==> src/rtl/system2m_perf_trigger.sv <==
// system2m_perf_trigger
// Turns per-section start/done pulses and a global clear request into single
// Avalon-MM word writes to a perf-counter block. Every event sets a pending
// bit; a fixed-priority arbiter issues one write per command through a
// two-state IDLE/WRITE FSM that holds the bus stable under waitrequest.
// Optional macro PERF_TRIGGER_OVERFLOW_EN builds the dropped-event tracking
// (overflow flag and saturating drop_count); without it those ports read 0.
module system2m_perf_trigger #(
   parameter int         SECTIONS  = 4,
   parameter logic [3:0] BASE_ADDR = 4'd0
) (
   input  logic                clk,
   input  logic                reset_n,
   input  logic                enable,
   input  logic [SECTIONS-1:0] sec_start,
   input  logic [SECTIONS-1:0] sec_done,
   input  logic                clr_req,
   output logic [3:0]          address,
   output logic                write,
   output logic [31:0]         writedata,
   input  logic                waitrequest,
   output logic                busy,
   output logic                overflow,
   output logic [7:0]          drop_count,
   input  logic                ovf_clr
);

   typedef enum logic {IDLE, WRITE} state_t;

   state_t              state, state_next;
   logic                pend_clr, pend_clr_next;
   logic [SECTIONS-1:0] pend_stop, pend_stop_next;
   logic [SECTIONS-1:0] pend_go, pend_go_next;
   logic                ev_clr;
   logic [SECTIONS-1:0] ev_stop, ev_go;
   logic                gnt_clr, gnt_any, found;
   logic [SECTIONS-1:0] gnt_stop, gnt_go;
   logic [3:0]          gnt_addr;
   logic [31:0]         gnt_data;
   logic                clr_window;

   assign ev_clr  = enable & clr_req;
   assign ev_stop = {SECTIONS{enable}} & sec_done;
   assign ev_go   = {SECTIONS{enable}} & sec_start;
   assign gnt_any = gnt_clr | (|gnt_stop) | (|gnt_go);

   // A clear that is arriving or still waiting for its grant supersedes the
   // section commands queued before it.
   assign clr_window = ev_clr | (pend_clr & ~gnt_clr);

   // Next state and fixed-priority grant: CLR, then STOP[0..], then GO[0..].
   always_comb begin
      state_next = state;
      gnt_clr    = 1'b0;
      gnt_stop   = '0;
      gnt_go     = '0;
      gnt_addr   = address;
      gnt_data   = writedata;
      found      = 1'b0;
      case (state)
         IDLE: begin
            if (pend_clr) begin
               gnt_clr  = 1'b1;
               gnt_addr = BASE_ADDR;
               gnt_data = 32'd1;
               found    = 1'b1;
            end
            for (int s = 0; s < SECTIONS; s++) begin
               if (!found && pend_stop[s]) begin
                  found       = 1'b1;
                  gnt_stop[s] = 1'b1;
                  gnt_addr    = BASE_ADDR + 4'(4 * s);
                  gnt_data    = 32'd0;
               end
            end
            for (int s = 0; s < SECTIONS; s++) begin
               if (!found && pend_go[s]) begin
                  found     = 1'b1;
                  gnt_go[s] = 1'b1;
                  gnt_addr  = BASE_ADDR + 4'(4 * s) + 4'd1;
                  gnt_data  = 32'd0;
               end
            end
            if (found) state_next = WRITE;
         end
         WRITE: begin
            if (!waitrequest) state_next = IDLE;
         end
         default: state_next = IDLE;
      endcase
   end

   // Pending-bit update: a new event always wins over the grant clearing it.
   // STOPs are discarded for the whole clear window; GOs queued before the
   // clear request are discarded, a GO arriving with it is kept, and GOs
   // arriving while the clear still waits for its grant are discarded.
   always_comb begin
      pend_clr_next  = (pend_clr & ~gnt_clr) | ev_clr;
      pend_stop_next = clr_window ? '0 : ((pend_stop & ~gnt_stop) | ev_stop);
      pend_go_next   = (pend_go & ~gnt_go) | ev_go;
      if (ev_clr)
         pend_go_next = ev_go;
      else if (pend_clr & ~gnt_clr)
         pend_go_next = pend_go;
   end

   // State, pending bits and the registered bus command.
   always_ff @(posedge clk or negedge reset_n) begin
      if (!reset_n) begin
         state     <= IDLE;
         pend_clr  <= 1'b0;
         pend_stop <= '0;
         pend_go   <= '0;
         address   <= 4'd0;
         writedata <= 32'd0;
      end else begin
         state     <= state_next;
         pend_clr  <= pend_clr_next;
         pend_stop <= pend_stop_next;
         pend_go   <= pend_go_next;
         if (gnt_any) begin
            address   <= gnt_addr;
            writedata <= gnt_data;
         end
      end
   end

   assign write = (state == WRITE);
   assign busy  = (state == WRITE) | pend_clr | (|pend_stop) | (|pend_go);

`ifdef PERF_TRIGGER_OVERFLOW_EN
   logic                drop_clr;
   logic [SECTIONS-1:0] drop_stop, drop_go;
   logic [9:0]          drop_sum;

   function automatic logic [7:0] sat_u8(input logic [9:0] v);
      return (v > 10'd255) ? 8'hFF : v[7:0];
   endfunction

   // Events hitting an already-pending, ungranted bit are lost; superseded
   // commands inside a clear window are not counted.
   assign drop_clr  = ev_clr & pend_clr & ~gnt_clr;
   assign drop_stop = clr_window ? '0 : (ev_stop & pend_stop & ~gnt_stop);
   assign drop_go   = clr_window ? '0 : (ev_go & pend_go & ~gnt_go);
   assign drop_sum  = {2'b00, drop_count} + 10'($countones({drop_clr, drop_stop, drop_go}));

   // Sticky overflow and saturating drop counter; clear beats a new drop.
   always_ff @(posedge clk or negedge reset_n) begin
      if (!reset_n) begin
         overflow   <= 1'b0;
         drop_count <= 8'd0;
      end else if (ovf_clr) begin
         overflow   <= 1'b0;
         drop_count <= 8'd0;
      end else if (drop_clr | (|drop_stop) | (|drop_go)) begin
         overflow   <= 1'b1;
         drop_count <= sat_u8(drop_sum);
      end
   end
`else
   logic unused_ovf_clr;

   assign unused_ovf_clr = ovf_clr;
   assign overflow       = 1'b0;
   assign drop_count     = 8'd0;
`endif

endmodule

==> config.mk <==
export PLATFORM = sky130hd
export DESIGN_NAME = system2m_perf_trigger
export DESIGN_NICKNAME = d
export VERILOG_FILES = /design/src/rtl/system2m_perf_trigger.sv
export SDC_FILE = /design/constraint.sdc
export NUM_CORES = 1
export LEC_CHECK = 0
export ABC_AREA = 1
export CAP_MARGIN = 20
export CORE_ASPECT_RATIO = 1.1
export CORE_MARGIN = 2
export CORE_UTILIZATION = 34
export CTS_CLUSTER_SIZE = 8
export DETAILED_ROUTE_END_ITERATION = 7
export GPL_ROUTABILITY_DRIVEN = 1
export PLACE_DENSITY = 0.77
export SLEW_MARGIN = 20
export SYNTH_ARGS = -nofsm -noshare
export SYNTH_HDL_FRONTEND = slang
export SYNTH_SLANG_ARGS = --single-unit
==> constraint.sdc <==
create_clock -name clk -period 1.25 [get_ports clk]
set_input_delay 0.3125 -clock clk [delete_from_list [all_inputs] [get_ports clk]]
set_output_delay 0.3125 -clock clk [all_outputs]
set_load 0.005 [all_outputs]
Word level (Yosys, flattened, before mapping)
Index checks and enable logic that the tools add are counted.
{"block": "word_totals", "latchBits": 0, "reg_bits": 46, "romBits": 0, "output_inout_bits": 47, "mem_count": 0, "elab_cells": 100, "ramBits": 0}
{"block": "op_classes", "n_addsub": 0, "n_mul": 0, "shift": 0, "magnitude_cmp": 0, "reduce_logical": 22, "bitwise_logic": 18, "n_mux": 53, "n_div": 0, "eq_ne": 1}
{"op": "two-way mux 32 bit", "n": 9}
{"op": "two-way mux 4 bit", "n": 14}
{"op": "two-way mux 1 bit", "n": 29}
{"op": "bitwise AND 4 bit", "n": 4}
{"op": "OR reduction 4 bit", "n": 4}
{"op": "nonzero test 9 bit", "n": 1}
{"op": "logical AND 1 bit", "n": 8}
{"op": "logical NOT 1 bit", "n": 8}
{"op": "NOT 4 bit", "n": 2}
{"op": "OR 4 bit", "n": 2}
{"op": "OR 1 bit", "n": 6}
{"op": "AND reduction 3 bit", "n": 1}
{"op": "bitwise AND 1 bit", "n": 2}
{"op": "inequality test 2 bit (second input constant)", "n": 1}
{"op": "NOT 1 bit", "n": 2}
{"op": "case mux 1 bit (2 select lines)", "n": 1}

Logic depth before layout (Yosys ltp)
Gate-level depths: netlist (run 1).
{"block": "logic_depth", "depth_word": 39, "ltp_mapped": 8}

Worst setup path before layout (run 1)
Ideal clock, no wire load.
{"block": "synth_path", "path_kind": "register to output", "start": "register pend_clr", "end": "output port busy", "arrival_ps": 996, "slack_ps": -59, "stages_incl_launch_ff": 7, "path_buffers": 0, "cell_sequence": "dfrtp_1 nor2_4 nand2_4 nor2_8 nand2_2 nor2_2 nand3_1"}
{"block": "synth_via", "elab_chain_cells": 3}
{"item": "start, declared", "line": "31", "rtl": "logic pend_clr, pend_clr_next;"}
{"item": "start signal, assigned", "line": "118", "rtl": "pend_clr <= pend_clr_next;"}
{"item": "OR 1 bit (3 in a row)", "line": "129", "rtl": "assign busy = (state == WRITE) | pend_clr | (|pend_stop) | (|pend_go);"}
{"item": "end, declared", "line": "22", "rtl": "output logic busy,"}
No other way between the ends.

Worst setup path after layout (run 1)
{"block": "layout_path", "start": "register pend_stop[2]", "end": "output port busy"}
{"block": "layout_via", "elab_chain_cells": 3}
{"item": "start, declared", "line": "32", "rtl": "logic [SECTIONS-1:0] pend_stop, pend_stop_next;"}
{"item": "start signal, assigned", "line": "119", "rtl": "pend_stop <= pend_stop_next;"}
{"item": "OR reduction 4 bit", "line": "129"}
{"item": "OR 1 bit (2 in a row)", "line": "129"}
No other way between the ends.

==> results of run 1 <==
state kept, by name (all words and copies together), names as in the netlist:
register	cells
address	3
pend_clr	1
pend_stop	4
writedata	1
pend_go	4
write	1
what timing repair did:
action	in CTS	in global routing
setup endpoints to repair	10	14
buffers inserted	15	10
resized for setup	23	20
pin swaps	8	10
endpoints found under the hold margin	0	0
cloned	0	0
stage by stage:
stage / instance area [µm²] / TNS [ps] / hold WS (ps)
finish: 1476 / -1757 / 339.8
global route: 1476 / -2433 / 354.0
CTS: 1370 / -1192 / 343.6
detailed placement: 1214 / -1985 / 465.2
global placement: 1214 / -1682 / 458.5
floorplan: 1194 / -34.81 / 16.91
per-layer routing:
layer	vias up	GRT usage, %
met5	-	0
met4	0	5.980
met3	10	1.242
met2	63	25.91
met1	419	14.43
li1	451	-
logic make-up after synthesis:
| kind of cell | Yosys count | share of synthesized area, % |
|---|---|---|
| DFF | 14 | 33.65 |
| AOI/OAI and AO/OA | 14 | 7.091 |
| buffers and inverters | 50 | 32.81 |
| and+or+nand+nor | 56 | 26.08 |
| other | 1 | 0.3602 |
power by group:
group	internal (W)	switching, W
sequential	0.000609	0.000103
combinational	0.000778	0.000795
clock	0.000177	0.000152
worst min-delay path by stage:
stage / cells past startpoint / startpoint / slack (ps) / end
finish: 2 / reset_n / 340 / address[2]$_DFFE_PN0P_
global route: 2 / reset_n / 350 / address[2]$_DFFE_PN0P_
CTS: 2 / reset_n / 340 / address[2]$_DFFE_PN0P_
detailed placement: 2 / writedata[0]$_DFFE_PN0P_ / 470 / writedata[0]$_DFFE_PN0P_
global placement: 2 / writedata[0]$_DFFE_PN0P_ / 460 / writedata[0]$_DFFE_PN0P_
floorplan: 0 / reset_n / 20 / address[0]$_DFFE_PN0P_
layout make-up:
type	instances	area, µm²	area share (%)
inverter	9	36.28	2.458
multi-input combinational	111	556.8	37.71
sequential	14	350.3	23.73
tap	34	42.54	2.881
timing repair buffer	53	454.2	30.76
clock buffer	4	36.28	2.458
Yosys cell counts:
master,n
o21ai_0,6
inv_1,7
nand3_2,1
nand3_1,4
buf_4,41
nand3b_1,1
nand2_1,38
nor2_1,5
a31oi_1,1
inv_2,2
nand2_2,2
conb_1,1
o21ai_1,1
nor2_8,1
a21oi_1,5
nor2_2,1
nand2_4,2
dfrtp_1,14
nor2_4,1
o211ai_1,1
==> impl_metrics.yaml, run 1 <==
status:
  run_status: "finished, violations left"
  failed_checks: "setup timing"
sta:
  finClkSkew_ps: 4.415
  setup_viol: 11
  setup_slack_ps: -482.7
  finalCritPeriodShare_pct: 138.6
  final_max_slew_viol_count: 0
  max_freq_mhz: 577.2
  hold_viol: 0
  rsz0062_at_grt: "yes"
  finalWorstPathRequiredPeriod_ps: 1733
critical_path:
  reg2reg_depth: 14
  r2r_start: "pend_stop[2]$_DFF_PN0_"
  critical-path-top-delay-family: "simple AND/OR/NAND/NOR gates"
  slowest_stage: "dfrtp_1"
  crit_start: "pend_stop[2]$_DFF_PN0_"
  worst-path-buf-inv: 1
  arrival_ps: 1420
  crit_path_max_incr_delay_ps: 400
  reg2reg_slack_ps: -450
  crit_chain: "nor2_2 -> nand2_2 -> nor2_8 -> nand2_4 -> nor2_4 -> nand3_2 -> buf_2"
  endpoint: "busy"
  cp-start-kind: "register"
  regToRegEndpoint: "pend_go[3]$_DFFE_PN0P_"
  worst_setup_path_end_kind: "output pin"
  critical_path_depth: 7
  cp_max_fo: 2
  worstPathRequired_ps: 940
  crit_type: "reg2out"
floorplan:
  die_x_um: 56.76
  num_rows: 21
  design.core.area_mm2: 0.002995
  die_area_mm2: 0.003521
  die_h_um: 62.04
  initial_core_util_pct: 34.75
  io_pins: 61
routing:
  ant_nets: 0
  met1_length_um: 885
  wl_per_cell_um: 10.75
  drtPass1Iterations: 5
  top_layer: "met4"
  wl_met2_um: 1231
  drt_iter0_drc: 25
  drt_wl_total_um: 2419
  viasPerCell: 4.191
  num_vias: 943
  drc: 0
  dr_wl_met3_um: 183
clock_tree:
  numCtsBuffers: 3
  cts.clk_slew.worst_paths_ps: 90
  cts_hold_buffers: 0
  h-tree-depth: 1
  clock_latency_ps: 280
  clockRootBuffer: "clkbuf_4"
  cts_sinks: 14
  clock_path_buffers: 2
  cts_tree: "built"
min_path:
  hold_path_class: "in2async"
place:
  dpl.hpwl_um: 1580
  io_buffers: 18
  dp_worst_setup_slack_ps: -477.9
  gp_congestion: 0.8502
  dp.cells: 200
synthesis:
  synth_area_leaders: "dfrtp_1 34%, buf_4 30%, nand2_1 14%, o21ai_0 2.9%, inv_1 2.5%"
  ys_warn_count: 0
  syn_inst: 135
  ys_seq_elements: 14
  syn_avg_cell_area_um2: 7.711
  synth_seq_area_share_pct: 33.65
  yosys.area.top_type: "dfrtp_1"
  synth.top_cell.area_share_pct: 33.65
  synthDistinctLibCells: 20
  syn-cell-area_mm2: 0.001041
global_routing:
  grt_max_degree: 15
  grt_first_pass_wirelength_um: 3408
  gr-total-overflow: 0
  antenna_found_initial: 0
  grt_usage_pct: 13.09
  grt_pass1_vias: 766
final_layout:
  fin_cells: 225
  final_common_cell: "conb_1"
  area_growth_pct: 41.83
  nFillCells: 290
  diodes: 0
  final_cell_mix: "41 x conb_1, 33 x nand2_1, 28 x buf_4"
  fin_util_pct: 49.29
  layout-drive-gt1-share_pct: 32.98
  nNetsFinal: 206
flow_run:
  drv_cap: 0
pwr:
  leakage_nw: 0.8106
  powerDensity_mw_per_mm2: 1770
  max-vdd-ir-drop_uv: 1139
  power_w: 0.002613
No activity file was read; power rests on OpenSTA's default activity.
==> run 2: changes to the inputs <==
CORE_UTILIZATION = 55   (was 34)
DONT_BUFFER_PORTS = 1   (was default)
PLACE_DENSITY = 0.72   (was 0.77)
SLEW_MARGIN = 40   (was 20)
==> run 2 against run 1 <==
Net effect: the run still ends with setup timing left; critical path depth fell by 1; sequential power is 5.2% higher; first-iteration DRC count shrank 44%; sequential share of layout area increased by 8.7 points; clock skew shrank 1.9 ps; largest power group unchanged.
==> impl_metrics.yaml, run 2 (synthesized netlist as in run 1, its figures left out) <==
routing:
  viasPerCell: 4.351
  wl_per_cell_um: 10.19
  dr_wl_met3_um: 113
  drt_iter0_drc: 14
  met1_length_um: 722
  drtPass1Iterations: 4
  ant_nets: 0
  drt_wl_total_um: 1743
  top_layer: "met4"
  num_vias: 744
  drc: 0
  wl_met2_um: 882
critical_path:
  worstPathRequired_ps: 940
  reg2reg_depth: 11
  crit_chain: "nor2_2 -> nand2_2 -> nor2_8 -> nand2_4 -> nor2_4 -> nand3_2"
  arrival_ps: 1310
  slowest_stage: "dfrtp_1"
  crit_path_max_incr_delay_ps: 400
  cp-start-kind: "register"
  crit_type: "reg2out"
  worst_setup_path_end_kind: "output pin"
  cp_max_fo: 2
sta:
  tightest_slew_ps: 634.7
  finalCritPeriodShare_pct: 129.6
  hold_viol: 0
  setup_viol: 10
  final_max_slew_viol_count: 0
  finalWorstPathRequiredPeriod_ps: 1620
  max_freq_mhz: 617.2
  rsz0062_at_grt: "yes"
  finClkSkew_ps: 2.526
  relSlewSlack_pct: 57.55
  setup_slack_ps: -370.3
floorplan:
  die_h_um: 49.63
  die_area_mm2: 0.002257
  io_pins: 61
  die_x_um: 45.48
  initial_core_util_pct: 58.43
  design.core.area_mm2: 0.001782
  num_rows: 16
min_path:
  hold_depth: 2
  hold_path_class: "in2reg"
global_routing:
  grt_usage_pct: 15.19
  grt_first_pass_wirelength_um: 2559
  gr-total-overflow: 0
  antenna_found_initial: 0
  grt_max_degree: 15
  grt_pass1_vias: 614
pwr:
  clkPwrFrac_pct: 12.4
  power_w: 0.002014
  p_comb_share_pct: 50.4
  powerDensity_mw_per_mm2: 1865
  swShare_pct: 42.19
  leakage_nw: 0.6236
  max-vdd-ir-drop_uv: 1021
  intPower_w: 0.001164
  power.switching_w: 0.0008496
  pwr-share-seq_pct: 37.2
place:
  dpl.hpwl_um: 1292
  gp_congestion: 0.8323
  io_buffers: 0
flow_run:
  drv_cap: 0
status:
  failed_checks: "setup timing"
  run_status: "finished, violations left"
clock_tree:
  numCtsBuffers: 3
  cts_sinks: 14
  clock_latency_ps: 270
  clock_path_buffers: 2
  clockRootBuffer: "clkbuf_4"
  cts_tree: "built"
  cts.clk_slew.worst_paths_ps: 80
  h-tree-depth: 1
final_layout:
  final_common_cell: "conb_1"
  nNetsFinal: 169
  final_cell_mix: "41 x conb_1, 38 x nand2_1, 14 x dfrtp_1, 14 x buf_4, 7 x inv_1"
  diodes: 0
  area_growth_pct: 3.726
  fin_util_pct: 60.60
  layout-drive-gt1-share_pct: 20.92
  reg.largest.list: "pend_go x4, pend_stop x4, address x3"
run 2: changes by cell type in the layout (fill, tap and decap cells not counted), moves of 2 or more:
cell,change
clkdlybuf4s50_1,-12
nand2_2,-4
buf_6,-6
buf_4,-14
nand2_1,+5
buf_2,-2
clkdlybuf4s15_1,-3
run 2: power by group through the flow:
stage               clock [W]  sequential, W  combinational [W]
finish               0.000250       0.000749            0.00101
floorplan                   0       0.000741           0.000649
CTS                  0.000253       0.000747           0.000896
global placement            0       0.000750           0.000802
global route         0.000267       0.000773            0.00114
detailed placement          0       0.000756           0.000817
run 2: worst max-delay path, delay by kind of cell, from the launching register on:
kind          cells  cell delay [ps]
flops             1              400
simple gates      6              640
run 2: area by class of cell:
| cell class | instances | area [µm²] |
|---|---|---|
| sequential | 14 | 350.3 |
| tap | 18 | 22.52 |
| multi-input combinational | 111 | 524.3 |
| timing repair buffer | 16 | 126.4 |
| fill | 187 | 701.9 |
| inverter | 9 | 33.78 |
| clock buffer | 3 | 22.52 |
run 2: stage by stage:
stage	hold slack (ps)	instance area, µm²	setup slack [ps]	std cells	setup TNS (ps)
finish	153.4	1080	-370.3	171	-2076
global route	158.2	1080	-420.0	171	-2862
CTS	150.3	1028	-343.3	167	-1085
detailed placement	17.28	968.4	-78.58	160	-246.2
global placement	17.34	968.4	-55.57	160	-142.8
floorplan	16.91	1194	-34.81	175	-34.81
run 2: path summary, 6_finish.rpt:
| path | startpoint | endpoint | slack, ps |
|---|---|---|---|
| max | pend_stop[3]$_DFF_PN0_ | busy | -370 |
| min | sec_start[0] | pend_go[0]$_DFFE_PN0P_ | 150 |
| max reg2reg | pend_stop[3]$_DFF_PN0_ | address[2]$_DFFE_PN0P_ | -270 |
| min reg2reg | writedata[0]$_DFFE_PN0P_ | writedata[0]$_DFFE_PN0P_ | 510 |
| max in group asynchronous | reset_n | pend_go[3]$_DFFE_PN0P_ | 350 |
| min in group asynchronous | reset_n | pend_clr$_DFF_PN0_ | 490 |
run 2: what timing repair did:
item,4_1_cts,5_1_grt
hold buffers,1,0
setup buffers,3,4
gates resized for setup,3,5
setup endpoints to repair,4,10
pin swaps,3,7
gates cloned,0,0
hold endpoints to repair,14,0
run 2: per-layer routing:
metal	vias up	global-route usage [%]
met2	37	23.47
li1	374	-
met5	-	0
met1	329	20.65
met4	0	5.882
met3	4	2.564
==> run 3: changes to the inputs <==
CORE_MARGIN = default   (was 2)
CTS_CLUSTER_SIZE = default   (was 8)
SLEW_MARGIN = 5   (was 40)
==> run 3 against run 2 <==
Net effect: the flow finishes with violations (DRC, setup timing); power is 6.9% lower; worst hold slack worse by 8.7 ps; combinational power is 13% lower; utilization is 3.2 points lower; critical path depth stayed put; maximum frequency is 0.40% higher; flip-flop and latch count stayed put; via count is 0.94% higher; cell count is 3.5% lower; critical endpoint unchanged.
==> impl_metrics.yaml, run 3 (synthesized netlist as in run 1, its figures left out) <==
final_layout:
  nNetsFinal: 163
  area_growth_pct: -1.683
  final_common_cell: "conb_1"
  reg.largest.list: "pend_go x4, pend_stop x4, address x3"
  nFillCells: 193
  final_cell_mix: "41 x conb_1, 38 x nand2_1, 14 x dfrtp_1"
  fin_util_pct: 57.44
  layout-drive-gt1-share_pct: 16.33
  diodes: 0
critical_path:
  reg2reg_depth: 9
  regToRegEndpoint: "address[2]$_DFFE_PN0P_"
  cp-start-kind: "register"
  crit_chain: "nor2_2 -> nand2_2 -> nor2_8 -> nand2_4 -> nor2_4 -> nand3_2"
  arrival_ps: 1300
  worst_setup_path_end_kind: "output pin"
  worstPathRequired_ps: 940
  slowest_stage: "dfrtp_1"
  critical-path-top-delay-family: "simple AND/OR/NAND/NOR gates"
  critical_path_depth: 6
  cp_max_fo: 3
  r2r_start: "pend_stop[3]$_DFF_PN0_"
  worst-path-buf-inv: 0
  crit_start: "pend_stop[3]$_DFF_PN0_"
  endpoint: "busy"
  crit_type: "reg2out"
  crit_path_max_incr_delay_ps: 390
  reg2reg_slack_ps: -70
sta:
  max_freq_mhz: 619.7
  finalWorstPathRequiredPeriod_ps: 1614
  setup_slack_ps: -363.8
  finClkSkew_ps: 3.557
  rsz0062_at_grt: "yes"
  setup_viol: 3
  tightest_slew_ps: 644.7
  finalCritPeriodShare_pct: 129.1
  whs_ps: 144.6
  hold_viol: 0
  relSlewSlack_pct: 56.88
  final_max_slew_viol_count: 0
routing:
  ant_nets: 0
  wl_per_cell_um: 9.952
  drc: 10
  drt_wl_total_um: 1642
  num_vias: 751
  drt_iter0_drc: 17
  drtPass1Iterations: 5
  viasPerCell: 4.552
status:
  run_status: "finished, violations left"
  failed_checks: "DRC, setup timing"
place:
  gp_congestion: 0.8416
  dp_worst_setup_slack_ps: -65.06
  io_buffers: 0
  dpl.hpwl_um: 1307
clock_tree:
  h-tree-depth: 1
  numCtsBuffers: 3
  clock_latency_ps: 280
  clock_path_buffers: 2
  cts.clk_slew.worst_paths_ps: 80
  cts_sinks: 14
  cts_tree: "built"
  clockRootBuffer: "clkbuf_4"
global_routing:
  grt_first_pass_wirelength_um: 2518
  grt_pass1_vias: 601
  gr-total-overflow: 0
  grt_usage_pct: 16.91
  antenna_found_initial: 0
  grt_max_degree: 15
pwr:
  powerDensity_mw_per_mm2: 1832
  leakage_nw: 0.5918
  max-vdd-ir-drop_uv: 936.2
  power_w: 0.001876
min_path:
  hold_path_class: "in2reg"
  hold_depth: 2
floorplan:
  initial_core_util_pct: 58.43
  die_h_um: 47.63
  num_rows: 16
  die_x_um: 43.48
  die_area_mm2: 0.002071
  io_pins: 61
  design.core.area_mm2: 0.001782
flow_run:
  drv_cap: 0
## run 3: cell types whose count changed in the layout (fill, tap and decap cells not counted), sizes merged
cell / change
buf: -6
## run 3: power breakdown
| part | switching (W) | internal, W | leakage, nW |
|---|---|---|---|
| combinational | 0.000535 | 0.000347 | 0.404 |
| clock | 0.000140 | 0.000112 | 0.0138 |
| sequential | 0.000131 | 0.000610 | 0.174 |
| total | 0.000807 | 0.00107 | 0.592 |
## run 3: layout make-up
class                           instances  area [µm²]  area share [%]
Multi-Input combinational cell        111       516.7           50.49
Sequential cell                        14       350.3           34.23
Timing Repair Buffer                   10       77.57           7.579
Inverter                                9       33.78           3.301
Clock buffer                            3       22.52           2.200
Tap cell                               18       22.52           2.200
## run 3: worst min-delay path by stage
stage,from,end,slack (ps)
CTS,sec_start[3],pend_go[3]$_DFFE_PN0P_,140
detailed placement,reset_n,pend_stop[2]$_DFF_PN0_,20
global route,sec_start[3],pend_go[3]$_DFFE_PN0P_,140
global placement,reset_n,writedata[0]$_DFFE_PN0P_,20
floorplan,reset_n,address[0]$_DFFE_PN0P_,20
finish,sec_start[3],pend_go[3]$_DFFE_PN0P_,140
## run 3: through the flow
stage          std cells  setup TNS (ps)  area (µm²)
5_1_grt              165          -929.2        1023
2_1_floorplan        175          -34.81        1194
3_3_place_gp         159          -49.09       960.9
6_report             165          -460.3        1023
4_1_cts              164          -381.8        1001
3_5_place_dp         159          -65.06       960.9
## run 3: metal layers
metal	track usage, %	up-vias	routed length (µm)
met5	0	-	0
met2	30.30	38	834
met1	20.05	347	685
met4	7.500	0	27
li1	-	362	-
met3	3.396	4	94
## run 3: timing repair
action	CTS	global route
buffers inserted	1	1
hold buffers	1	0
endpoints found under the setup margin	2	7
pin swaps	2	4
gates resized for setup	0	4
hold endpoints to repair	14	0
